==> config.mk <==
export PLATFORM = sky130hd
export DESIGN_NAME = axi_clint_slave_flat
export DESIGN_NICKNAME = d
export VERILOG_FILES = /design/src/rtl/axi_clint_slave_if.sv /design/src/rtl/axi_clint_slave.sv /design/src/flat_wrapper.sv
export SDC_FILE = /design/constraint.sdc
export NUM_CORES = 1
export LEC_CHECK = 0
export ABC_AREA = 1
export CAP_MARGIN = 15
export CORE_AREA = 2 2 179 181
export DETAILED_ROUTE_END_ITERATION = 8
export DIE_AREA = 0 0 181 183
export GPL_TIMING_DRIVEN = 0
export PLACE_DENSITY = 0.76
export SYNTH_ARGS = -nofsm -noshare
export SYNTH_HDL_FRONTEND = slang
export SYNTH_SLANG_ARGS = --single-unit
==> constraint.sdc <==
create_clock -name clock -period 1.9 [get_ports clock]
set_input_delay 0.38 -clock clock [delete_from_list [all_inputs] [get_ports clock]]
set_output_delay 0.38 -clock clock [all_outputs]
set_load 0.005 [all_outputs]
==> src/rtl/axi_clint_slave_if.sv <==
// AXI4 single-beat bus bundle between the LSU data port and the CLINT.
// Master drives requests; slave drives readies and responses.
interface axi_clint_slave_if #(
  parameter int unsigned ID_W = 4
);
  logic [31:0]   s_araddr;
  logic [ID_W-1:0] s_arid;
  logic          s_arvalid;
  logic          s_arready;
  logic [31:0]   s_rdata;
  logic [1:0]    s_rresp;
  logic [ID_W-1:0] s_rid;
  logic          s_rlast;
  logic          s_rvalid;
  logic          s_rready;
  logic [31:0]   s_awaddr;
  logic [ID_W-1:0] s_awid;
  logic          s_awvalid;
  logic          s_awready;
  logic [31:0]   s_wdata;
  logic [3:0]    s_wstrb;
  logic          s_wvalid;
  logic          s_wready;
  logic [1:0]    s_bresp;
  logic [ID_W-1:0] s_bid;
  logic          s_bvalid;
  logic          s_bready;

  modport master (
    output s_araddr, s_arid, s_arvalid, s_rready,
    output s_awaddr, s_awid, s_awvalid,
    output s_wdata, s_wstrb, s_wvalid, s_bready,
    input  s_arready, s_rdata, s_rresp, s_rid,
    input  s_rlast, s_rvalid, s_awready, s_wready,
    input  s_bresp, s_bid, s_bvalid
  );

  modport slave (
    input  s_araddr, s_arid, s_arvalid, s_rready,
    input  s_awaddr, s_awid, s_awvalid,
    input  s_wdata, s_wstrb, s_wvalid, s_bready,
    output s_arready, s_rdata, s_rresp, s_rid,
    output s_rlast, s_rvalid, s_awready, s_wready,
    output s_bresp, s_bid, s_bvalid
  );
endinterface

==> src/rtl/axi_clint_slave.sv <==
// Core-local timer (mtime/mtimecmp) behind an AXI4 single-beat slave.
// Raises timer_irq one cycle after mtime >= mtimecmp holds.
module axi_clint_slave #(
  parameter logic [31:0] BASE_ADDR = 32'h0200_0000,
  parameter int unsigned TICK_DIV  = 1,
  parameter int unsigned ID_W      = 4
) (
  input  logic clock,
  input  logic reset,
  axi_clint_slave_if.slave bus,
  output logic timer_irq
);
  localparam logic [1:0] OKAY   = 2'b00;
  localparam logic [1:0] SLVERR = 2'b10;
  localparam logic [1:0] DECERR = 2'b11;

  typedef enum logic {R_IDLE, R_RESP} rstate_t;

  rstate_t         rstate_q;
  logic            arready_q;
  logic            rvalid_q;
  logic [31:0]     rdata_q;
  logic [1:0]      rresp_q;
  logic [ID_W-1:0] rid_q;

  logic            awready_q;
  logic            wready_q;
  logic            bvalid_q;
  logic [1:0]      bresp_q;
  logic [ID_W-1:0] bid_q;
  logic [29:0]     awaddr_q;
  logic [ID_W-1:0] awid_q;
  logic [31:0]     wdata_q;
  logic [3:0]      wstrb_q;

  logic [15:0]     div_q, div_d;
  logic [63:0]     mtime_q, mtime_d;
  logic [63:0]     mtimecmp_q, mtimecmp_d;
  logic            irq_q;

  logic            ar_hs, aw_hs, w_hs;
  logic            aw_eff, w_eff, commit, tick;
  logic [5:0]      r_dec, w_dec;
  logic [31:0]     r_data;
  logic [29:0]     w_addr;
  logic [ID_W-1:0] w_id;
  logic [31:0]     w_data;
  logic [3:0]      w_strb;
  logic            unused_ok;

  // {resp, one-hot select: mtime_hi, mtime_lo, cmp_hi, cmp_lo}
  function automatic logic [5:0] decode(input logic [29:0] wa);
    logic [5:0] d;
    d = {DECERR, 4'b0000};
    if (wa[29:14] == BASE_ADDR[31:16]) begin
      unique case (1'b1)
        (wa[13:0] == 14'h1000): d = {OKAY, 4'b0001};
        (wa[13:0] == 14'h1001): d = {OKAY, 4'b0010};
        (wa[13:0] == 14'h2FFE): d = {OKAY, 4'b0100};
        (wa[13:0] == 14'h2FFF): d = {OKAY, 4'b1000};
        default:                d = {SLVERR, 4'b0000};
      endcase
    end
    return d;
  endfunction

  function automatic logic [31:0] merge(
    input logic [31:0] old,
    input logic [31:0] nd,
    input logic [3:0]  st
  );
    logic [31:0] r;
    r = old;
    for (int i = 0; i < 4; i++)
      if (st[i]) r[8*i +: 8] = nd[8*i +: 8];
    return r;
  endfunction

  assign ar_hs  = bus.s_arvalid & arready_q;
  assign aw_hs  = bus.s_awvalid & awready_q;
  assign w_hs   = bus.s_wvalid & wready_q;
  assign aw_eff = aw_hs | (~awready_q & ~bvalid_q);
  assign w_eff  = w_hs | (~wready_q & ~bvalid_q);
  assign commit = aw_eff & w_eff;

  assign w_addr = aw_hs ? bus.s_awaddr[31:2] : awaddr_q;
  assign w_id   = aw_hs ? bus.s_awid : awid_q;
  assign w_data = w_hs ? bus.s_wdata : wdata_q;
  assign w_strb = w_hs ? bus.s_wstrb : wstrb_q;
  assign r_dec  = decode(bus.s_araddr[31:2]);
  assign w_dec  = decode(w_addr);

  assign unused_ok = ^{bus.s_araddr[1:0], bus.s_awaddr[1:0]};

  // Read mux over the current (pre-write) register values
  always_comb begin
    r_data = '0;
    unique case (1'b1)
      r_dec[0]: r_data = mtimecmp_q[31:0];
      r_dec[1]: r_data = mtimecmp_q[63:32];
      r_dec[2]: r_data = mtime_q[31:0];
      r_dec[3]: r_data = mtime_q[63:32];
      default:  r_data = '0;
    endcase
  end

  // Timer next state: a committed mtime write overrides the tick
  always_comb begin
    tick       = (div_q == 16'(TICK_DIV - 1));
    div_d      = tick ? 16'd0 : div_q + 16'd1;
    mtime_d    = tick ? mtime_q + 64'd1 : mtime_q;
    mtimecmp_d = mtimecmp_q;
    if (commit) begin
      unique case (1'b1)
        w_dec[0]: mtimecmp_d[31:0] =
          merge(mtimecmp_q[31:0], w_data, w_strb);
        w_dec[1]: mtimecmp_d[63:32] =
          merge(mtimecmp_q[63:32], w_data, w_strb);
        w_dec[2]: mtime_d = {mtime_q[63:32],
          merge(mtime_q[31:0], w_data, w_strb)};
        w_dec[3]: mtime_d = {
          merge(mtime_q[63:32], w_data, w_strb), mtime_q[31:0]};
        default: ;
      endcase
    end
  end

  // Timer registers and registered compare
  always_ff @(posedge clock) begin
    if (reset) begin
      div_q      <= '0;
      mtime_q    <= '0;
      mtimecmp_q <= '1;
      irq_q      <= 1'b0;
    end else begin
      div_q      <= div_d;
      mtime_q    <= mtime_d;
      mtimecmp_q <= mtimecmp_d;
      irq_q      <= (mtime_q >= mtimecmp_q);
    end
  end

  // Read FSM: one beat in flight, response held until rready
  always_ff @(posedge clock) begin
    if (reset) begin
      rstate_q  <= R_IDLE;
      arready_q <= 1'b1;
      rvalid_q  <= 1'b0;
      rdata_q   <= '0;
      rresp_q   <= '0;
      rid_q     <= '0;
    end else begin
      unique case (rstate_q)
        R_IDLE: if (ar_hs) begin
          rdata_q   <= r_data;
          rresp_q   <= r_dec[5:4];
          rid_q     <= bus.s_arid;
          rvalid_q  <= 1'b1;
          arready_q <= 1'b0;
          rstate_q  <= R_RESP;
        end
        R_RESP: if (bus.s_rready) begin
          rvalid_q  <= 1'b0;
          arready_q <= 1'b1;
          rstate_q  <= R_IDLE;
        end
        default: rstate_q <= R_IDLE;
      endcase
    end
  end

  // Write channel: AW and W latch independently, B on commit
  always_ff @(posedge clock) begin
    if (reset) begin
      awready_q <= 1'b1;
      wready_q  <= 1'b1;
      bvalid_q  <= 1'b0;
      bresp_q   <= '0;
      bid_q     <= '0;
      awaddr_q  <= '0;
      awid_q    <= '0;
      wdata_q   <= '0;
      wstrb_q   <= '0;
    end else begin
      if (aw_hs) begin
        awaddr_q  <= bus.s_awaddr[31:2];
        awid_q    <= bus.s_awid;
        awready_q <= 1'b0;
      end
      if (w_hs) begin
        wdata_q  <= bus.s_wdata;
        wstrb_q  <= bus.s_wstrb;
        wready_q <= 1'b0;
      end
      if (commit) begin
        bvalid_q <= 1'b1;
        bresp_q  <= w_dec[5:4];
        bid_q    <= w_id;
      end
      if (bvalid_q && bus.s_bready) begin
        bvalid_q  <= 1'b0;
        awready_q <= 1'b1;
        wready_q  <= 1'b1;
      end
    end
  end

  assign bus.s_arready = arready_q;
  assign bus.s_rvalid  = rvalid_q;
  assign bus.s_rdata   = rdata_q;
  assign bus.s_rresp   = rresp_q;
  assign bus.s_rid     = rid_q;
  assign bus.s_rlast   = rvalid_q;
  assign bus.s_awready = awready_q;
  assign bus.s_wready  = wready_q;
  assign bus.s_bvalid  = bvalid_q;
  assign bus.s_bresp   = bresp_q;
  assign bus.s_bid     = bid_q;
  assign timer_irq     = irq_q;
endmodule

==> src/flat_wrapper.sv <==
// flat-port wrapper written by rule: the top's interface ports become plain ports
module axi_clint_slave_flat 
#(
  parameter logic [31:0] BASE_ADDR = 32'h0200_0000,
  parameter int unsigned TICK_DIV  = 1,
  parameter int unsigned ID_W      = 4
)
  (clock, reset, timer_irq, bus_s_araddr, bus_s_arid, bus_s_arvalid, bus_s_rready, bus_s_awaddr, bus_s_awid, bus_s_awvalid, bus_s_wdata, bus_s_wstrb, bus_s_wvalid, bus_s_bready, bus_s_arready, bus_s_rdata, bus_s_rresp, bus_s_rid, bus_s_rlast, bus_s_rvalid, bus_s_awready, bus_s_wready, bus_s_bresp, bus_s_bid, bus_s_bvalid);
  axi_clint_slave_if #(.ID_W(ID_W)) bus_i ();
  input  logic clock;
  input  logic reset;
  output logic timer_irq;
  input wire logic [$bits(bus_i.s_araddr)-1:0] bus_s_araddr;
  input wire logic [$bits(bus_i.s_arid)-1:0] bus_s_arid;
  input wire logic [$bits(bus_i.s_arvalid)-1:0] bus_s_arvalid;
  input wire logic [$bits(bus_i.s_rready)-1:0] bus_s_rready;
  input wire logic [$bits(bus_i.s_awaddr)-1:0] bus_s_awaddr;
  input wire logic [$bits(bus_i.s_awid)-1:0] bus_s_awid;
  input wire logic [$bits(bus_i.s_awvalid)-1:0] bus_s_awvalid;
  input wire logic [$bits(bus_i.s_wdata)-1:0] bus_s_wdata;
  input wire logic [$bits(bus_i.s_wstrb)-1:0] bus_s_wstrb;
  input wire logic [$bits(bus_i.s_wvalid)-1:0] bus_s_wvalid;
  input wire logic [$bits(bus_i.s_bready)-1:0] bus_s_bready;
  output wire logic [$bits(bus_i.s_arready)-1:0] bus_s_arready;
  output wire logic [$bits(bus_i.s_rdata)-1:0] bus_s_rdata;
  output wire logic [$bits(bus_i.s_rresp)-1:0] bus_s_rresp;
  output wire logic [$bits(bus_i.s_rid)-1:0] bus_s_rid;
  output wire logic [$bits(bus_i.s_rlast)-1:0] bus_s_rlast;
  output wire logic [$bits(bus_i.s_rvalid)-1:0] bus_s_rvalid;
  output wire logic [$bits(bus_i.s_awready)-1:0] bus_s_awready;
  output wire logic [$bits(bus_i.s_wready)-1:0] bus_s_wready;
  output wire logic [$bits(bus_i.s_bresp)-1:0] bus_s_bresp;
  output wire logic [$bits(bus_i.s_bid)-1:0] bus_s_bid;
  output wire logic [$bits(bus_i.s_bvalid)-1:0] bus_s_bvalid;
  assign bus_i.s_araddr = bus_s_araddr;
  assign bus_i.s_arid = bus_s_arid;
  assign bus_i.s_arvalid = bus_s_arvalid;
  assign bus_i.s_rready = bus_s_rready;
  assign bus_i.s_awaddr = bus_s_awaddr;
  assign bus_i.s_awid = bus_s_awid;
  assign bus_i.s_awvalid = bus_s_awvalid;
  assign bus_i.s_wdata = bus_s_wdata;
  assign bus_i.s_wstrb = bus_s_wstrb;
  assign bus_i.s_wvalid = bus_s_wvalid;
  assign bus_i.s_bready = bus_s_bready;
  assign bus_s_arready = bus_i.s_arready;
  assign bus_s_rdata = bus_i.s_rdata;
  assign bus_s_rresp = bus_i.s_rresp;
  assign bus_s_rid = bus_i.s_rid;
  assign bus_s_rlast = bus_i.s_rlast;
  assign bus_s_rvalid = bus_i.s_rvalid;
  assign bus_s_awready = bus_i.s_awready;
  assign bus_s_wready = bus_i.s_wready;
  assign bus_s_bresp = bus_i.s_bresp;
  assign bus_s_bid = bus_i.s_bid;
  assign bus_s_bvalid = bus_i.s_bvalid;
  axi_clint_slave #(.BASE_ADDR(BASE_ADDR), .TICK_DIV(TICK_DIV), .ID_W(ID_W)) u_core (.clock(clock), .reset(reset), .bus(bus_i), .timer_irq(timer_irq));
endmodule
# --- Yosys cells after proc, flatten, opt, wreduce, memory -nomap -nowiden ---
# Index checks and enable logic that the tools add are counted.
classes:
  bitwise_logic: 12
  n_reduce_logical: 22
  muxes: 25
  add_sub_neg: 2
  n_eq_ne: 22
  magnitude_cmp: 1
op_table:
  columns: ["cell", "n"]
  rows:
  - ["$mux W64", 2]
  - ["$pmux W32 S4", 1]
  - ["$pmux W64 S2", 1]
  - ["$add A64 B1 Y64 const B", 1]
  - ["$ge A64 B64 Y1", 1]
  - ["$eq A14 B13 Y1 const B", 4]
  - ["$eq A14 B14 Y1 const B", 4]
  - ["$pmux W6 S4", 2]
  - ["$eq A16 B10 Y1 const B", 2]
  - ["$mux W32", 1]
  - ["$mux W8", 4]
  - ["$mux W30", 1]
  - ["$ne A3 B3 Y1 const B", 8]
  - ["$reduce_and A3 Y1", 8]
  - ["$reduce_and A2 Y1", 10]
  - ["$add A16 B1 Y16 const B", 1]
  - ["$logic_not A16 Y1", 1]
  - ["$mux W6", 2]
  - ["$mux W4", 2]
  - ["$and A1 B1 Y1", 6]
  - ["$mux W1", 6]
  - ["$ne A2 B2 Y1 const B", 3]
  - ["$pmux W1 S2", 3]
  - ["$not A1 Y1", 4]
  - ["other kinds (4)", 6]
word_totals:
  reg_bits: 265
  inputBits: 115
  elab_cells: 117
  output_inout_bits: 51

# --- Longest topological paths before layout ---
depth:
  depth_word: 7
  ltp_mapped: 17
  ltp_nobuf: 16

# --- Worst setup path after synthesis ---
# Ideal clock, no wire load.
synth_path:
  path_kind: "register -> register"
  start: "register u_core.div_q[0]"
  end: "register u_core.div_q[11]"
  required_time_ns: 1.842
  n_path_buf: 1
  path_slack_ns: -0.162
  arrival_time_ns: 2.004
  stages_incl_launch_ff: 14
  setup_ns: 0.058
  cell_sequence: "dfxtp_1 > inv_1 > ha_1 > inv_1 > nor2_1 > nand2_1 > nor2_1 > nand2_1 > clkinv_1 > nor2_1 > inv_1 > clkbuf_1 > a21oi_1 > o21a_1"
synth_via:
  elab_chain_cells: 2
  word_cells_on_any_way: 3
synth_lines:
  columns: ["element", "line", "rtl"]
  rows:
  - ["from (decl)", "axi_clint_slave.sv:36", "logic [15:0] div_q, div_d;"]
  - ["from (signal assigned)", "axi_clint_slave.sv:136", "div_q <= div_d;"]
  - ["branches (longest 2 deep; another with $add A16 B1 Y16)", null, null]
# Parallel ways; which one is timed is not known.
# A chain may end at the register's enable or synchronous reset.

# --- Final worst setup path ---
layout_path:
  start: "register u_core.awready_q, in the netlist u_core.bus.s_awready"
  end: "register u_core.mtime_q[0]"
layout_via:
  elab_chain_cells: 7
  word_cells_on_any_way: 18
layout_lines:
  columns: ["element", "line", "rtl"]
  rows:
  - ["from (decl)", "axi_clint_slave.sv:26", "logic awready_q;"]
  - ["from (signal assigned)", "axi_clint_slave.sv:175", "awready_q <= 1'b1;"]
  - ["from (signal assigned)", "axi_clint_slave.sv:188", "awready_q <= 1'b0;"]
  - ["from (signal assigned)", "axi_clint_slave.sv:202", "awready_q <= 1'b1;"]
  - ["$and A1 B1 Y1", "axi_clint_slave.sv:80", "assign aw_hs = bus.s_awvalid & awready_q;"]
  - ["$mux W30", "axi_clint_slave.sv:86", "assign w_addr = aw_hs ? bus.s_awaddr[31:2] : awaddr_q;"]
  - ["$eq A14 B14 Y1 (tied with other cells)", "axi_clint_slave.sv:60", "(wa[13:0] == 14'h2FFF): d = {OKAY, 4'b1000};"]
  - ["$pmux W6 S4", "axi_clint_slave.sv:56", "unique case (1'b1)"]
  - ["$mux W6", "axi_clint_slave.sv:55", "if (wa[29:14] == BASE_ADDR[31:16]) begin"]
  - ["$pmux W64 S2 (tied with other cells)", "axi_clint_slave.sv:114", "unique case (1'b1)"]
  - ["$mux W64 or $reduce_and A2 Y1 (tied branches)", null, null]
  - ["to (signal assigned)", "axi_clint_slave.sv:137", "mtime_q <= mtime_d;"]
  - ["to (decl)", "axi_clint_slave.sv:37", "logic [63:0] mtime_q, mtime_d;"]
# Several ways; a longest one is shown, not always the timed one.

==> out/results.txt <==
CP most frequent cell: nand2_1
Final hold vios: 0
Final WL: 77500 um
CORE AREA: 31200 um^2
DR vias/cell: 6.10
Worst EP required: 2.38 ns
PwrDens: 599 nW/um^2
Fillers: 2313
Worst-path cell chain: buf_6, nand2_8, buf_16, nand2_1, nand2_1, nor2_1, nand2_1, nor2_4, buf_6, nand3_4, nor2_4, buf_8, o21ai_0, o21ai_4, nor2_1
#FFs+latches synth: 265
Slew Viols, Final: 0
Effective utilization at floorplan: 51.4%
Buf/Inv on CP: 4
Critical Path AT: 3.13 ns
Nets: 3069
Setup CP Type: flop to flop
Maximum buffer depth of the clock tree: 3
Final WS setup: -0.747 ns
Post-Synthesis Cells: 2550
Rows: 65
Largest net degree at the start of global routing: 15
Critical R2R Launch: u_core.bus.s_awready$_SDFFE_PP1N_
Critical path's slowest cell: dfxtp_2
Routability Congestion: 1.03
CTS H-tree depth: 1
Initial drt markers: 2333
First-pass GRT wire length: 103000 um
Worst-Skew Late Latency: 0.60 ns
Max-Cap Viols: 0
CP Max Fanout: 10
Worst-Margin Slew: 1.12 ns
Setup crit end kind: flop
Buffers on Ports: 161
Peak VDD IR: 0.000804 V
Total power: 14200 uW
Layout cells sized above 1: 25.1%
DP Worst Slack: -1.86 ns
Tcrit/Tclk final: 139%
Startpoint Class: flop
Worst slew margin: 25.5%
Setup total negative slack: -72.23 ns
Vias in the first global route: 17700
Syn_nets: 2732
# setup viols final: 170
Top Ports: 166
Run status: finished, violations left
Die height: 183 um
Min-delay src: bus_s_arid[1]
Clock Sinks: 265
Mean Syn Cell Area: 6.29 um^2
Area Growth Syn to Fin: 48.0%
Gr ovfl total: 0
Final hold slack: 0.388 ns
CP delay by family, top: simple AND/OR/NAND/NOR gates
Leak: 0.0109 uW
TritonCTS buffer count: 29
RSZ-0062 raised after global routing: true
Area after DPL: 18400 um^2
Fin Clk Skew: 0.0272 ns
Remaining DRCs: 0
DP Wirelength: 51600 um
Via count: 20200
First-pass DRT Iterations: 7
Die area: 33100 um^2
Synth Cell Area: 16000 um^2
Failing checks: setup timing
Critical path launch point: u_core.bus.s_awready$_SDFFE_PP1N_
Clock Tree Root: clkbuf_16
Antenna violations before repair: 2
Worst stage delay on the critical path: 0.34 ns
Commonest non-fill, non-tap cell in the layout: nand2_1
Antenna-violating nets left: 0
WL/cell: 23.4 um
Minimum clock period: 2.65 ns
Post-synthesis sequential area ratio: 33.1%
Worst min path class: primary input to flop
Fmax: 378 MHz
Yosys cell types: 38
Die Width: 181 um
CTS tree: yes
Synthesis Warnings: 0
Clk slew on worst S/H paths: 0.07 ns
Final instance area: 23700 um^2
Most frequent cells in the layout: nand2_1 (502), nor2_1 (302), inv_1 (273)
All-Layer GR Usage: 40.8%
registers in the layout, indices dropped and copies added, names as in the netlist, 4 cells and up:
signal              cells
u_core.awaddr_q        30
u_core.awid_q           4
u_core.bus.s_bid        4
u_core.bus.s_rdata     32
u_core.bus.s_rid        4
u_core.div_q           16
u_core.mtime_q         64
u_core.mtimecmp_q      64
u_core.wdata_q         32
u_core.wstrb_q          4
cell families (layout without fill, tap and decap cells):
group | after synthesis | count (layout) | synth area share [%]
simple gates | 1412 | 1415 | 37.1
buf+inv | 398 | 754 | 9.68
compound gates | 369 | 369 | 12.7
flops | 265 | 265 | 33.1
fa+ha+maj | 67 | 67 | 5.23
xor+xnor | 26 | 26 | 1.42
mux | 13 | 13 | 0.811
other cells | 0 | 2 | 0
where the power goes:
part / internal (uW) / total (uW) / switching, uW
logic: 839 / 2280 / 1440
registers: 5710 / 5800 / 96.8
clock network: 3620 / 6140 / 2520
worst min-delay path, cell delays in order:
cell	delay, ns
clkdlybuf4s50_1	0.40
nor2_1	0.10
nor2_1	0.05
final timing paths:
| check | to | slack (ns) | depth (start not counted) |
|---|---|---|---|
| max | u_core.mtime_q[0]$_SDFFE_PP0P_ | -0.75 | 15 |
| min | u_core.bus.s_rid[1]$_SDFFE_PP0P_ | 0.39 | 3 |
| max reg2reg | u_core.mtime_q[0]$_SDFFE_PP0P_ | -0.75 | 15 |
| min reg2reg | u_core.div_q[0]$_SDFF_PP0_ | 0.43 | 1 |
synthesized netlist by cell type, drive strengths merged:
cell type | number | share of area (%)
nor2b | 2 | 0.078
clkbuf | 62 | 1.5
mux2i | 13 | 0.81
a21oi | 111 | 3.5
xnor2 | 4 | 0.22
ha | 67 | 5.2
buf | 41 | 1.3
a31oi | 1 | 0.039
a211oi | 4 | 0.19
nor2 | 383 | 9.1
or2 | 3 | 0.12
o21ai | 184 | 5.7
nand3b | 6 | 0.28
clkinv | 1 | 0.023
nand2 | 658 | 16
inv | 294 | 6.9
dfxtp | 265 | 33
nor3b | 4 | 0.19
nor3 | 41 | 1.4
nor4 | 5 | 0.19
o21bai | 5 | 0.23
o211ai | 59 | 2.8
nand3 | 251 | 7.9
nand4 | 59 | 2.3
o21a | 5 | 0.23
xor2 | 22 | 1.2
metal layers:
| layer | up-vias | GRT usage (%) | wire length (um) |
|---|---|---|---|
| met2 | 1453 | 66.1 | 33600 |
| met1 | 9330 | 49.4 | 27300 |
| met5 | - | 0 | 0 |
| li1 | 8992 | - | - |
| met3 | 426 | 9.61 | 10100 |
| met4 | 0 | 25.0 | 6480 |
repair_timing:
item                                    CTS  global route
pin swaps                                75           125
setup buffers                            58            67
hold buffers                              0             0
resized for setup                       421           460
gates cloned                              9            17
endpoints found under the setup margin  234           202
through the flow:
step	instances	utilization, %
2_1_floorplan	2550	-
3_3_place_gp	3113	58.8
3_5_place_dp	3115	58.8
4_1_cts	3232	68.2
5_1_grt	3311	76.0
6_report	3313	76.0
area by class of cell:
class	count	area (um^2)	area share, %
buffer	99	892	3.76
sequential	265	5410	22.8
clock inverter	11	165	0.695
antenna	2	5.00	0.0211
tap	402	503	2.12
inverter	295	1150	4.86
multi-input combinational	1890	11400	48.0
clock buffer	42	845	3.56
timing repair buffer	307	3390	14.3
Note: power is estimated with default switching activity, not from simulation.
